==> config.mk <==
export PLATFORM = sky130hd
export DESIGN_NAME = p2s_conv_8x1
export DESIGN_NICKNAME = d
export VERILOG_FILES = /design/src/rtl/p2s_conv_8x1.sv
export SDC_FILE = /design/constraint.sdc
export NUM_CORES = 1
export LEC_CHECK = 0
export CORE_MARGIN = 2
export CORE_UTILIZATION = 48
export CTS_BUF_LIST = sky130_fd_sc_hd__clkbuf_4
export DETAILED_ROUTE_END_ITERATION = 16
export PLACE_DENSITY = 0.74
export SYNTH_ARGS = -nofsm -noshare
export SYNTH_HDL_FRONTEND = slang
export SYNTH_SLANG_ARGS = --single-unit
==> constraint.sdc <==
create_clock -name iclk -period 1.8 [get_ports iclk]
set_input_delay 0.54 -clock iclk [delete_from_list [all_inputs] [get_ports iclk]]
set_output_delay 0.54 -clock iclk [all_outputs]
set_load 0.02 [all_outputs]
==> src/rtl/p2s_conv_8x1.sv <==
// ---------------------------------------------------------------------------
// p2s_conv_8x1 -- parallel-to-serial converter
//
// Takes DATA_W-bit words on a valid/ready handshake and emits them one bit per
// transfer, MSB first by default. A one-word holding register lets the next
// word queue up while the current one shifts out, so back-to-back words leave
// without a bubble. This is the transmit-side partner of the 1x8
// serial-to-parallel converter.
//
// Build option:
//   P2S_LSB_FIRST_EN  when defined, words leave LSB first (odat = SR[0] and
//                     SR shifts right). Handshake, olast and timing do not
//                     change.
//
// Ports:
//   iclk       in   1       clock, all logic on posedge
//   irst       in   1       asynchronous active-low reset
//   idat       in   DATA_W  parallel word in
//   ival       in   1       idat valid
//   oreq       out  1       ready for a word (accept = ival & oreq)
//   ireq       in   1       downstream ready (transfer = oval & ireq)
//   oval       out  1       serial bit valid
//   odat       out  1       serial bit
//   olast      out  1       current bit is the last bit of its word
//   ounderrun  out  1       registered flag: downstream asked for a bit while
//                           none was available, after at least one word went out
// ---------------------------------------------------------------------------
module p2s_conv_8x1 #(
    parameter int DATA_W = 8
) (
    input  logic              iclk,
    input  logic              irst,
    input  logic [DATA_W-1:0] idat,
    input  logic              ival,
    output logic              oreq,
    input  logic              ireq,
    output logic              oval,
    output logic              odat,
    output logic              olast,
    output logic              ounderrun
);

    localparam int CNT_W = $clog2(DATA_W);
    localparam logic [CNT_W-1:0] CNT_TOP  = CNT_W'(DATA_W - 1);
    localparam logic [CNT_W-1:0] CNT_ONE  = CNT_W'(1);
    localparam logic [CNT_W-1:0] CNT_ZERO = {CNT_W{1'b0}};

    typedef enum logic [0:0] {
        ST_IDLE  = 1'b0,
        ST_SHIFT = 1'b1
    } state_t;

    state_t            state_r;
    logic [DATA_W-1:0] sr_r;
    logic [CNT_W-1:0]  bit_cnt_r;
    logic [DATA_W-1:0] hr_r;
    logic              hr_full_r;
    logic              rdy_r;       // holds oreq low while in reset and for the first edge after
    logic              sent_r;      // at least one complete word left since reset
    logic              underrun_r;

    logic              accept_s;
    logic              xfer_s;
    logic              last_xfer_s;
    logic              sr_free_s;
    logic [DATA_W-1:0] shifted_s;

    // Output decode straight from registers; oreq has no path from ival or ireq.
    assign oval      = (state_r == ST_SHIFT);
    assign olast     = oval & (bit_cnt_r == CNT_ZERO);
    assign oreq      = rdy_r & ~hr_full_r;
    assign ounderrun = underrun_r;
`ifdef P2S_LSB_FIRST_EN
    assign odat      = sr_r[0];
`else
    assign odat      = sr_r[DATA_W-1];
`endif

    // Handshake qualifiers and the next shift-register value.
    always_comb begin
        accept_s    = ival & oreq;
        xfer_s      = oval & ireq;
        last_xfer_s = olast & ireq;
        // SR can take a new word next edge if it is empty or its last bit leaves
        // now with nothing queued in HR.
        sr_free_s   = (state_r == ST_IDLE) | (last_xfer_s & ~hr_full_r);
`ifdef P2S_LSB_FIRST_EN
        shifted_s   = {1'b0, sr_r[DATA_W-1:1]};
`else
        shifted_s   = {sr_r[DATA_W-2:0], 1'b0};
`endif
    end

    // Shift register, bit counter and IDLE/SHIFT state.
    always_ff @(posedge iclk or negedge irst) begin
        if (!irst) begin
            state_r   <= ST_IDLE;
            sr_r      <= {DATA_W{1'b0}};
            bit_cnt_r <= CNT_ZERO;
        end else begin
            if (accept_s && sr_free_s) begin
                sr_r      <= idat;
                bit_cnt_r <= CNT_TOP;
                state_r   <= ST_SHIFT;
            end else if (last_xfer_s && hr_full_r) begin
                // Queued word follows immediately, no bubble.
                sr_r      <= hr_r;
                bit_cnt_r <= CNT_TOP;
                state_r   <= ST_SHIFT;
            end else if (last_xfer_s) begin
                sr_r      <= {DATA_W{1'b0}};
                bit_cnt_r <= CNT_ZERO;
                state_r   <= ST_IDLE;
            end else if (xfer_s) begin
                sr_r      <= shifted_s;
                bit_cnt_r <= bit_cnt_r - CNT_ONE;
                state_r   <= state_r;
            end else begin
                sr_r      <= sr_r;
                bit_cnt_r <= bit_cnt_r;
                state_r   <= state_r;
            end
        end
    end

    // Holding register: catches a word accepted while SR is still busy.
    always_ff @(posedge iclk or negedge irst) begin
        if (!irst) begin
            hr_r      <= {DATA_W{1'b0}};
            hr_full_r <= 1'b0;
        end else begin
            if (accept_s && !sr_free_s) begin
                hr_r      <= idat;
                hr_full_r <= 1'b1;
            end else if (last_xfer_s && hr_full_r) begin
                hr_r      <= hr_r;
                hr_full_r <= 1'b0;
            end else begin
                hr_r      <= hr_r;
                hr_full_r <= hr_full_r;
            end
        end
    end

    // Ready enable, sent flag and the underrun diagnostic.
    always_ff @(posedge iclk or negedge irst) begin
        if (!irst) begin
            rdy_r      <= 1'b0;
            sent_r     <= 1'b0;
            underrun_r <= 1'b0;
        end else begin
            rdy_r      <= 1'b1;
            sent_r     <= sent_r | last_xfer_s;
            underrun_r <= ireq & ~oval & sent_r;
        end
    end

endmodule
* Word-level counts from Yosys, hierarchy flattened
Index checks and enable logic that the tools add are counted.
** Storage, ports and cells
- Input port bits :: 12
- Logic and storage cells :: 42
- Flip-flop bits (word level) :: 24
** Operators by class
- Muxes and demuxes :: 13
- Add/subtract/negate cells :: 1
- Reduce and logical (&&, ||, !) cells :: 8
- Bitwise operators :: 12
** Operators by type and width (count)
- 2-to-1 mux 8 bit :: 4
- 2-to-1 mux 3 bit :: 4
- AND 1 bit :: 8
- 2-to-1 mux 1 bit :: 5
- nonzero test 4 bit :: 1
- logical AND 1 bit :: 3
- zero test 3 bit :: 1
- nonzero test 3 bit :: 1
- subtractor 3 x 1 -> 3 bit, second input constant :: 1
- NOT 1 bit :: 2
- OR 1 bit :: 2
- nonzero test 2 bit :: 1
- zero test 1 bit :: 1

* Logic depth before layout (Yosys ltp)
Gate-level depths: netlist of the first run.
- Depth in word-level cells :: 8
- Depth in mapped cells :: 7

* Worst setup path before layout of the first run
No wires, ideal clock.
- Kind :: reg-to-output
- From :: register state_r (netlist: oval)
- To :: output olast
- Arrival :: 1404 ps
- Buffers on the path :: 1
- Stages on the path, launching flop included :: 4
- Slack :: -144 ps
- Data required time :: 1260 ps
- Path through :: dfrtp_1 -> clkbuf_2 -> inv_2 -> nor3b_1
** On the way
- Cells in the longest elaborated chain, start to end :: 1
** RTL lines
- start: declaration :: line 53 : state_t state_r;
- start signal: assignment :: line 117 : state_r <= state_r;
- start signal: assignment :: line 121 : state_r <= state_r;
- AND 1 bit :: line 70 : assign olast = oval & (bit_cnt_r == CNT_ZERO);
- end: declaration :: line 39 : output logic olast,
No other way between the ends.

* Worst setup path after layout of the first run
- From :: register bit_cnt_r[1]
- To :: output olast
** On the way
- Cells in the longest elaborated chain, start to end :: 2
** RTL lines
- start: declaration :: line 55 : logic [CNT_W-1:0] bit_cnt_r;
- start signal: assignment :: line 116 : bit_cnt_r <= bit_cnt_r - CNT_ONE;
- start signal: assignment :: line 120 : bit_cnt_r <= bit_cnt_r;
- zero test 3 bit :: line 70
- AND 1 bit :: line 70
No other way between the ends.

==> results of run 1 <==
-- worst min path at each step --
stage	from	endpoint	slack (ps)	depth (start not counted)
final	sent_r$_DFF_PN0_	sent_r$_DFF_PN0_	500	1
after global routing	sent_r$_DFF_PN0_	sent_r$_DFF_PN0_	530	1
after CTS	sr_r[5]$_DFFE_PN0P_	sr_r[5]$_DFFE_PN0P_	510	2
after detailed placement	sr_r[5]$_DFFE_PN0P_	sr_r[5]$_DFFE_PN0P_	480	2
after global placement	sent_r$_DFF_PN0_	sent_r$_DFF_PN0_	450	1
after floorplan	irst	bit_cnt_r[0]$_DFFE_PN0P_	240	0
-- kinds of logic (layout without fill, tap and decap cells) --
logic type / after synthesis / count (layout) / synth area share, %
other cells: 1 / 1 / 0.314
compound gates: 31 / 31 / 18.0
buf+inv: 9 / 49 / 3.76
simple gates: 41 / 41 / 16.8
fa+ha+maj: 2 / 2 / 2.09
flops: 24 / 24 / 50.2
mux: 7 / 7 / 8.79
-- cell usage in the layout, fill, tap and decap left out, types with 4 or more instances in the layout --
cell and count:
buf_4 21, clkdlybuf4s50_1 11, dfrtp_1 24, mux2_4 7, nand2_1 27, o211a_1 7, o21ai_0 11, o21ai_1 4
-- power by group through the flow --
stage / logic [mW] / registers, mW / clock network (mW)
floorplan: 0.663 / 0.915 / 0
global placement: 1.08 / 0.907 / 0
detailed placement: 1.13 / 0.914 / 0
CTS: 1.20 / 0.914 / 0.256
global route: 1.34 / 0.941 / 0.277
finish: 1.22 / 0.918 / 0.261
-- worst max-delay path: stages, from the launching register on --
cell	delay, ps
dfrtp_1	410
inv_2	80
ha_4	140
nor3b_2	170
buf_4	170
-- per-layer routing --
| layer | GRT usage (%) | vias up | share of wire [%] | wire, um |
|---|---|---|---|---|
| met5 | 0 | - | 0 | 0 |
| met4 | 7.69 | 0 | 1.2 | 34 |
| met3 | 3.33 | 4 | 2.8 | 80 |
| met2 | 38.2 | 13 | 51 | 1480 |
| met1 | 24.5 | 504 | 45 | 1290 |
| li1 | - | 485 | - | - |
-- flip-flops by register name, summed over array words and instances (netlist names) --
name and flops:
bit_cnt_r 3, hr_full_r 1, hr_r 8, ounderrun 1, oval 1, rdy_r 1, sent_r 1, sr_r 8
-- per-stage QoR --
step | TNS, ps | cells | hold slack, ps | util (%)
floorplan | 0 | 115 | 244 | -
CTS | -441 | 185 | 508 | 67.4
detailed placement | -5290 | 177 | 478 | 63.9
global route | -399 | 185 | 527 | 68.3
finish | -67.3 | 185 | 495 | 68.3
global placement | -4340 | 177 | 447 | 63.9
-- layout make-up --
type                       instances  area [um2]
clock buffer                       3        22.5
multi-input combinational         82         588
clock inverter                     1        3.75
timing repair buffer              41         378
sequential                        24         601
fill                             208         764
inverter                           4        15.0
tap                               30        37.5
-- repair_timing --
action / CTS / global route
gates resized for setup: 21 / 7
pin swaps: 2 / 3
gates cloned: 1 / 1
setup buffers: 3 / 0
setup endpoints to repair: 13 / 17
==> flow_metrics.env, run 1 <==
export IMPL_status="finished with violations"
export IMPL_violations="negative setup slack"
export IMPL_fmax_ghz=0.543
export IMPL_drc=0
export IMPL_p_leak_nw=0.807
export IMPL_fp_row_count=18
export IMPL_crit_fanout=2
export IMPL_synth_most_common_cell="nand2_1"
export IMPL_numCtsBuffers=3
export IMPL_antenna_left=0
export IMPL_worst_ep_required_time_ps=1260
export IMPL_drt_iter0_markers=10
export IMPL_synth_area_leader_cell="dfrtp_1"
export IMPL_power_frac_comb_pct=50.9
export IMPL_root_buffer="clkbuf_4"
export IMPL_skew_ps=1.72
export IMPL_pwr_share_clk_pct=10.9
export IMPL_r2r_end="hr_r[5]$_DFFE_PN0P_"
export IMPL_internal_power_mw=1.52
export IMPL_worstSkewPairLatency_ps=330
export IMPL_place_ws_ps=-333
export IMPL_critPathLaunch="bit_cnt_r[1]$_DFFE_PN0P_"
export IMPL_r2r_start="bit_cnt_r[1]$_DFFE_PN0P_"
export IMPL_critPathLaunchType="flip-flop"
export IMPL_wl_per_cell_um=15.6
export IMPL_vias=1006
export IMPL_cts_max_path_buffers=2
export IMPL_async_flop_share_pct=100
export IMPL_io_pins=17
export IMPL_place_port_buffers=16
export IMPL_place_hpwl_um=1920
export IMPL_dr_pass1_iters=4
export IMPL_place_congestion=0.741
export IMPL_critPathKind="flip-flop to output pin"
export IMPL_setup_viol=4
export IMPL_power_total_mw=2.40
export IMPL_ys_ff_latch=24
export IMPL_grt_pass1_wl_um=4250
export IMPL_start_util_pct=49.6
export IMPL_synthTopCellsByCount="nand2_1 (27), dfrtp_1 (24), o21ai_0 (16)"
export IMPL_synthesis_nets=129
export IMPL_switchingPower_uw=880
export IMPL_final_nets=170
export IMPL_grt_usage_pct=21.0
export IMPL_syn_avg_cell_area_um2=10.4
export IMPL_first_global_vias=981
export IMPL_cp_end_kind="output pin"
export IMPL_ys_seq_area_share_pct=50.2
export IMPL_postLayoutCellArea_um2=1650
export IMPL_drv_slew=0
export IMPL_tritoncts="yes"
export IMPL_grt_overflow_total=0
export IMPL_num_antenna_cells=0
export IMPL_syn_area_um2=1200
export IMPL_placed_cell_area_um2=1540
export IMPL_drive_above_1_share_pct=30.3
export IMPL_rsz0062_at_grt="true"
export IMPL_design_die_area_um2=2910
export IMPL_core_area_um2=2410
export IMPL_clock_sinks=24
export IMPL_synth_top_flop_cell="dfrtp_1"
export IMPL_yosysTopAreaCellShare_pct=50.2
export IMPL_synthTopCellsByArea="dfrtp_1 (50%), mux2_4 (8.8%), nand2_1 (8.5%)"
export IMPL_grt_max_degree=25
export IMPL_ys_warn_count=0
export IMPL_peakVddDrop_mv=0.870
export IMPL_min_path_type="flip-flop to flip-flop"
export IMPL_switching_share_pct=36.6
export IMPL_crit_end="olast"
export IMPL_die_w_um=53.9
export IMPL_reg2reg_setup_slack_ps=-20
export IMPL_vias_per_cell=5.44
export IMPL_power_frac_seq_pct=38.2
export IMPL_synth_enable_flop_cells=0
export IMPL_setup_ws_ps=-41.6
export IMPL_post_route_period_util_pct=102
export IMPL_maxCapViolations=0
export IMPL_fin_crit_ps=1840
export IMPL_die_h_um=53.9
export IMPL_cp_arrival_ps=1300
export IMPL_routed_wl_um=2880
export IMPL_areaGrowthSynthToFinish_pct=37.6
export IMPL_ctsHoldBuffers=0
export IMPL_netlist_instances=115
export IMPL_r2r_worst_path_cells=7
export IMPL_antenna_found_initial=0
export IMPL_powerDensity_nw_per_um2=1460
export IMPL_htree_num_levels=1
export IMPL_synth_cell_types=31
export IMPL_finalHoldViolCount=0
export IMPL_path_clk_slew_ps=140
Note: power is estimated with default switching activity, not from simulation.
==> inputs of run 2 (changes only) <==
- CORE_UTILIZATION: 48 -> 50
- PLACE_DENSITY: 0.74 -> 0.77
==> flow_metrics.env, run 2 (synthesis results as in run 1) <==
export IMPL_status="finished with violations"
export IMPL_violations="negative setup slack"
export IMPL_antenna_left=0
export IMPL_crit_fanout=2
export IMPL_first_global_vias=1070
export IMPL_critPathLaunchType="flip-flop"
export IMPL_switching_share_pct=34.1
export IMPL_fin_crit_ps=1870
export IMPL_multiInputGateArea_um2=591
export IMPL_mostFrequentLayoutCells="nand2_1 (27), dfrtp_1 (24), buf_4 (23)"
export IMPL_r2r_end="hr_r[5]$_DFFE_PN0P_"
export IMPL_critPathKind="flip-flop to output pin"
export IMPL_cp_arrival_ps=1330
export IMPL_dr_pass1_iters=4
export IMPL_holdPathStages=2
export IMPL_final_cells=185
export IMPL_die_h_um=52.9
export IMPL_numCtsBuffers=3
export IMPL_max_stage_delay_ps=420
export IMPL_path_clk_slew_ps=130
export IMPL_areaGrowthSynthToFinish_pct=41.1
export IMPL_worst_ep_required_time_ps=1260
export IMPL_ctsHoldBuffers=0
export IMPL_drv_slew=0
export IMPL_setup_viol=8
export IMPL_drive_above_1_share_pct=30.6
export IMPL_cts_max_path_buffers=2
export IMPL_grt_pass1_wl_um=4770
export IMPL_core_area_um2=2230
export IMPL_grt_max_degree=25
export IMPL_peakVddDrop_mv=1.02
export IMPL_powerDensity_nw_per_um2=1550
export IMPL_top_regs="hr_r (8), sr_r (8), bit_cnt_r (3)"
export IMPL_skew_ps=2.27
export IMPL_vias_per_cell=5.43
export IMPL_pwr_share_clk_pct=15.2
export IMPL_antenna_found_initial=0
export IMPL_power_frac_seq_pct=35.4
export IMPL_crit_chain="inv_2 > ha_4 > nor3b_4 > buf_6"
export IMPL_num_antenna_cells=0
export IMPL_finalHoldViolCount=0
export IMPL_drc=0
export IMPL_seqCellArea_um2=601
export IMPL_post_route_period_util_pct=104
export IMPL_tritoncts="yes"
export IMPL_hold_path_end="sr_r[7]$_DFFE_PN0P_"
export IMPL_cpMaxStageDelayCell="dfrtp_1"
export IMPL_grt_usage_pct=24.2
export IMPL_htree_num_levels=1
export IMPL_reg2reg_setup_slack_ps=-70
export IMPL_r2r_worst_path_cells=7
export IMPL_setup_ws_ps=-73.2
export IMPL_drt_iter0_markers=11
export IMPL_root_buffer="clkbuf_4"
export IMPL_hp_start="sr_r[7]$_DFFE_PN0P_"
export IMPL_worstSkewPairLatency_ps=330
export IMPL_maxCapViolations=0
export IMPL_hold_worst_slack_ps=508
export IMPL_place_congestion=0.760
export IMPL_placed_cells=175
export IMPL_place_hpwl_um=1980
export IMPL_p_leak_nw=0.829
export IMPL_mostFrequentLayoutCell="nand2_1"
export IMPL_switchingPower_uw=889
export IMPL_io_pins=17
export IMPL_min_path_type="flip-flop to flip-flop"
export IMPL_fill_cells=158
export IMPL_routed_wl_um=2800
export IMPL_cp_end_kind="output pin"
export IMPL_rsz0062_at_grt="true"
export IMPL_grt_overflow_total=0
export IMPL_die_w_um=52.9
export IMPL_design_die_area_um2=2800
export IMPL_fp_row_count=17
export IMPL_start_util_pct=53.6
export IMPL_power_frac_comb_pct=49.3
export IMPL_r2r_start="bit_cnt_r[0]$_DFFE_PN0P_"
export IMPL_clock_sinks=24
export IMPL_wl_per_cell_um=15.1
export IMPL_fmax_ghz=0.534
export IMPL_vias=1005
export IMPL_internal_power_mw=1.72
export IMPL_final_nets=172
export IMPL_place_port_buffers=16
run 2: layout make-up:
class | count | area share (%)
Clock buffer | 3 | 1.33
Timing Repair Buffer | 43 | 23.4
Sequential cell | 24 | 35.6
Multi-Input combinational cell | 82 | 35.0
Clock inverter | 1 | 1.78
Tap cell | 28 | 2.08
Inverter | 4 | 0.890
run 2: routing by layer:
| metal | global-route usage (%) | part of all wire, % | vias to the layer above |
|---|---|---|---|
| met5 | 0 | 0 | - |
| met4 | 10.3 | 1.6 | 0 |
| li1 | - | - | 488 |
| met2 | 41.9 | 51 | 27 |
| met3 | 4.80 | 3.3 | 7 |
| met1 | 29.0 | 44 | 483 |
run 2: worst max path at each step:
stage                                        start                  end  slack, ps  cells after the start
final                     bit_cnt_r[0]$_DFFE_PN0P_                olast        -70                      4
after detailed placement                      ireq  hr_r[7]$_DFFE_PN0P_       -300                      5
after CTS                 bit_cnt_r[0]$_DFFE_PN0P_  hr_r[5]$_DFFE_PN0P_       -100                      7
after floorplan           bit_cnt_r[0]$_DFFE_PN0P_  hr_r[1]$_DFFE_PN0P_        100                      6
after global routing      bit_cnt_r[0]$_DFFE_PN0P_                olast       -120                      4
after global placement                        ireq  hr_r[6]$_DFFE_PN0P_       -280                      5
run 2: per-stage QoR:
stage                     setup TNS, ps  area [um2]  util, %  power (mW)  setup slack [ps]
after floorplan                       0        1200        -        1.58               100
after global placement            -4520        1550     69.4        2.00              -282
after detailed placement          -5270        1550     69.4        2.09              -296
after CTS                          -744        1650     74.1        2.54             -98.8
after global routing               -918        1690     75.6        2.79              -122
final                              -471        1690     75.6        2.61             -73.2
run 2: timing repair:
action | 4_1_cts | 5_1_grt
setup endpoints to repair | 17 | 19
setup buffers | 3 | 2
cloned | 1 | 0
gates resized for setup | 18 | 8
pin swaps | 2 | 2
run 2: power by group through the flow:
| stage | Combinational (mW) | Sequential, mW | Clock [mW] |
|---|---|---|---|
| 2_1_floorplan | 0.663 | 0.915 | 0 |
| 3_3_place_gp | 1.10 | 0.905 | 0 |
| 3_5_place_dp | 1.16 | 0.921 | 0 |
| 6_report | 1.29 | 0.925 | 0.397 |
| 4_1_cts | 1.23 | 0.916 | 0.403 |
| 5_1_grt | 1.42 | 0.952 | 0.418 |
run 2: critical path, delay by kind of cell (launching register included):
family	cells	cell delay, ps
DFF	1	420
buffers and inverters	2	240
and+or+nand+nor	1	210
adders and majority gates	1	140
==> inputs of run 3 (changes only) <==
- RECOVER_POWER: not set -> 100
==> flow_metrics.env, run 3 (synthesis results as in run 1) <==
export IMPL_core_area_um2=2230
export IMPL_maxCapViolations=0
export IMPL_crit_fanout=2
export IMPL_root_buffer="clkbuf_4"
export IMPL_grt_usage_pct=24.2
export IMPL_num_antenna_cells=0
export IMPL_io_pins=17
export IMPL_antenna_found_initial=0
export IMPL_violations="negative setup slack"
export IMPL_p_leak_nw=0.818
export IMPL_design_die_area_um2=2800
export IMPL_cp_arrival_ps=1340
export IMPL_grt_pass1_wl_um=4770
export IMPL_path_clk_slew_ps=140
export IMPL_setup_ws_ps=-79.7
export IMPL_postLayoutCellArea_um2=1670
export IMPL_grt_max_degree=25
export IMPL_fmax_ghz=0.532
export IMPL_tritoncts="yes"
export IMPL_critPathKind="flip-flop to output pin"
export IMPL_first_global_vias=1070
export IMPL_vias_per_cell=5.48
export IMPL_holdPathStages=2
export IMPL_final_nets=172
export IMPL_finalHoldViolCount=0
export IMPL_mostFrequentLayoutCells="nand2_1 (27), dfrtp_1 (24), buf_4 (21)"
export IMPL_r2r_worst_path_cells=7
export IMPL_mostFrequentLayoutCell="nand2_1"
export IMPL_setup_viol=11
export IMPL_place_hpwl_um=1980
export IMPL_clock_sinks=24
export IMPL_start_util_pct=53.6
export IMPL_skew_ps=11.0
export IMPL_tns_ps=-563
export IMPL_critPathLaunchType="flip-flop"
export IMPL_drv_slew=0
export IMPL_routed_wl_um=2800
export IMPL_tightest_slew_ps=617
export IMPL_htree_num_levels=1
export IMPL_fin_crit_ps=1880
export IMPL_die_w_um=52.9
export IMPL_peakVddDrop_mv=1.02
export IMPL_dr_pass1_iters=3
export IMPL_ctsHoldBuffers=0
export IMPL_wl_per_cell_um=15.1
export IMPL_utilization_pct=74.7
export IMPL_status="finished with violations"
export IMPL_maxSlewHeadroom_pct=58.9
export IMPL_min_path_type="flip-flop to flip-flop"
export IMPL_cp_end_kind="output pin"
export IMPL_grt_overflow_total=0
export IMPL_post_route_period_util_pct=104
export IMPL_fill_cells=161
export IMPL_vias=1014
export IMPL_areaGrowthSynthToFinish_pct=39.5
export IMPL_top_regs="hr_r (8), sr_r (8), bit_cnt_r (3)"
export IMPL_drt_iter0_markers=15
export IMPL_rsz0062_at_grt="true"
export IMPL_numCtsBuffers=3
export IMPL_drive_above_1_share_pct=29.9
export IMPL_die_h_um=52.9
export IMPL_hold_worst_slack_ps=508
export IMPL_placed_cell_area_um2=1550
export IMPL_cts_max_path_buffers=2
export IMPL_place_congestion=0.760
export IMPL_worst_ep_required_time_ps=1260
export IMPL_worstSkewPairLatency_ps=330
export IMPL_place_port_buffers=16
export IMPL_powerDensity_nw_per_um2=1560
export IMPL_drc=0
export IMPL_antenna_left=0
export IMPL_fp_row_count=17
## run 3: changes by cell type in the layout (fill, tap and decap cells not counted), sizes merged
cell / before / now
clkdlybuf4s50: 11 / 10
clkbuf: 3 / 6
dlygate4sd3: 0 / 1
buf: 28 / 25
## run 3: critical path, stage by stage (launching register included)
cell	delay [ps]
dfrtp_1	430
inv_2	90
ha_4	140
nor3b_4	210
buf_6	150
## run 3: cell type report
type,count,area [um2],area share [%]
clock inverter,1,30.0,1.80
timing repair buffer,43,375,22.5
tap,28,35.0,2.10
sequential,24,601,36.0
multi-input combinational,82,591,35.4
clock buffer,3,22.5,1.35
inverter,4,15.0,0.900
## run 3: repair_timing
action / CTS / global route
gates cloned: 1 / 0
buffers inserted: 3 / 2
endpoints found under the setup margin: 17 / 19
hold endpoints to repair: 0 / 0
pin swaps: 2 / 2
resized for setup: 18 / 8
## run 3: worst paths after layout
path	slack, ps	from	endpoint
min in group asynchronous	730	irst	hr_r[7]$_DFFE_PN0P_
min	510	hr_r[0]$_DFFE_PN0P_	hr_r[0]$_DFFE_PN0P_
min reg2reg	510	hr_r[0]$_DFFE_PN0P_	hr_r[0]$_DFFE_PN0P_
max reg2reg	-80	bit_cnt_r[0]$_DFFE_PN0P_	hr_r[1]$_DFFE_PN0P_
max in group asynchronous	670	irst	oval$_DFFE_PN0P_
max	-80	bit_cnt_r[0]$_DFFE_PN0P_	olast
## run 3: power by group
group	internal, mW	switching, mW	leakage [nW]
clock	0.226	0.172	0.0279
sequential	0.772	0.153	0.295
combinational	0.714	0.564	0.496
## run 3: metrics by stage
| step | cells | power, mW | worst slack, ps |
|---|---|---|---|
| floorplan | 115 | 1.58 | 100 |
| global placement | 175 | 2.00 | -282 |
| detailed placement | 175 | 2.09 | -296 |
| CTS | 183 | 2.54 | -98.8 |
| global route | 185 | 2.78 | -122 |
| finish | 185 | 2.60 | -79.7 |
## run 3: metal layers
layer | wire [um] | track usage (%) | up-vias
li1 | - | - | 486
met1 | 1240 | 29.0 | 498
met2 | 1410 | 41.9 | 23
met4 | 46 | 10.3 | 0
met5 | 0 | 0 | -
met3 | 107 | 4.80 | 7
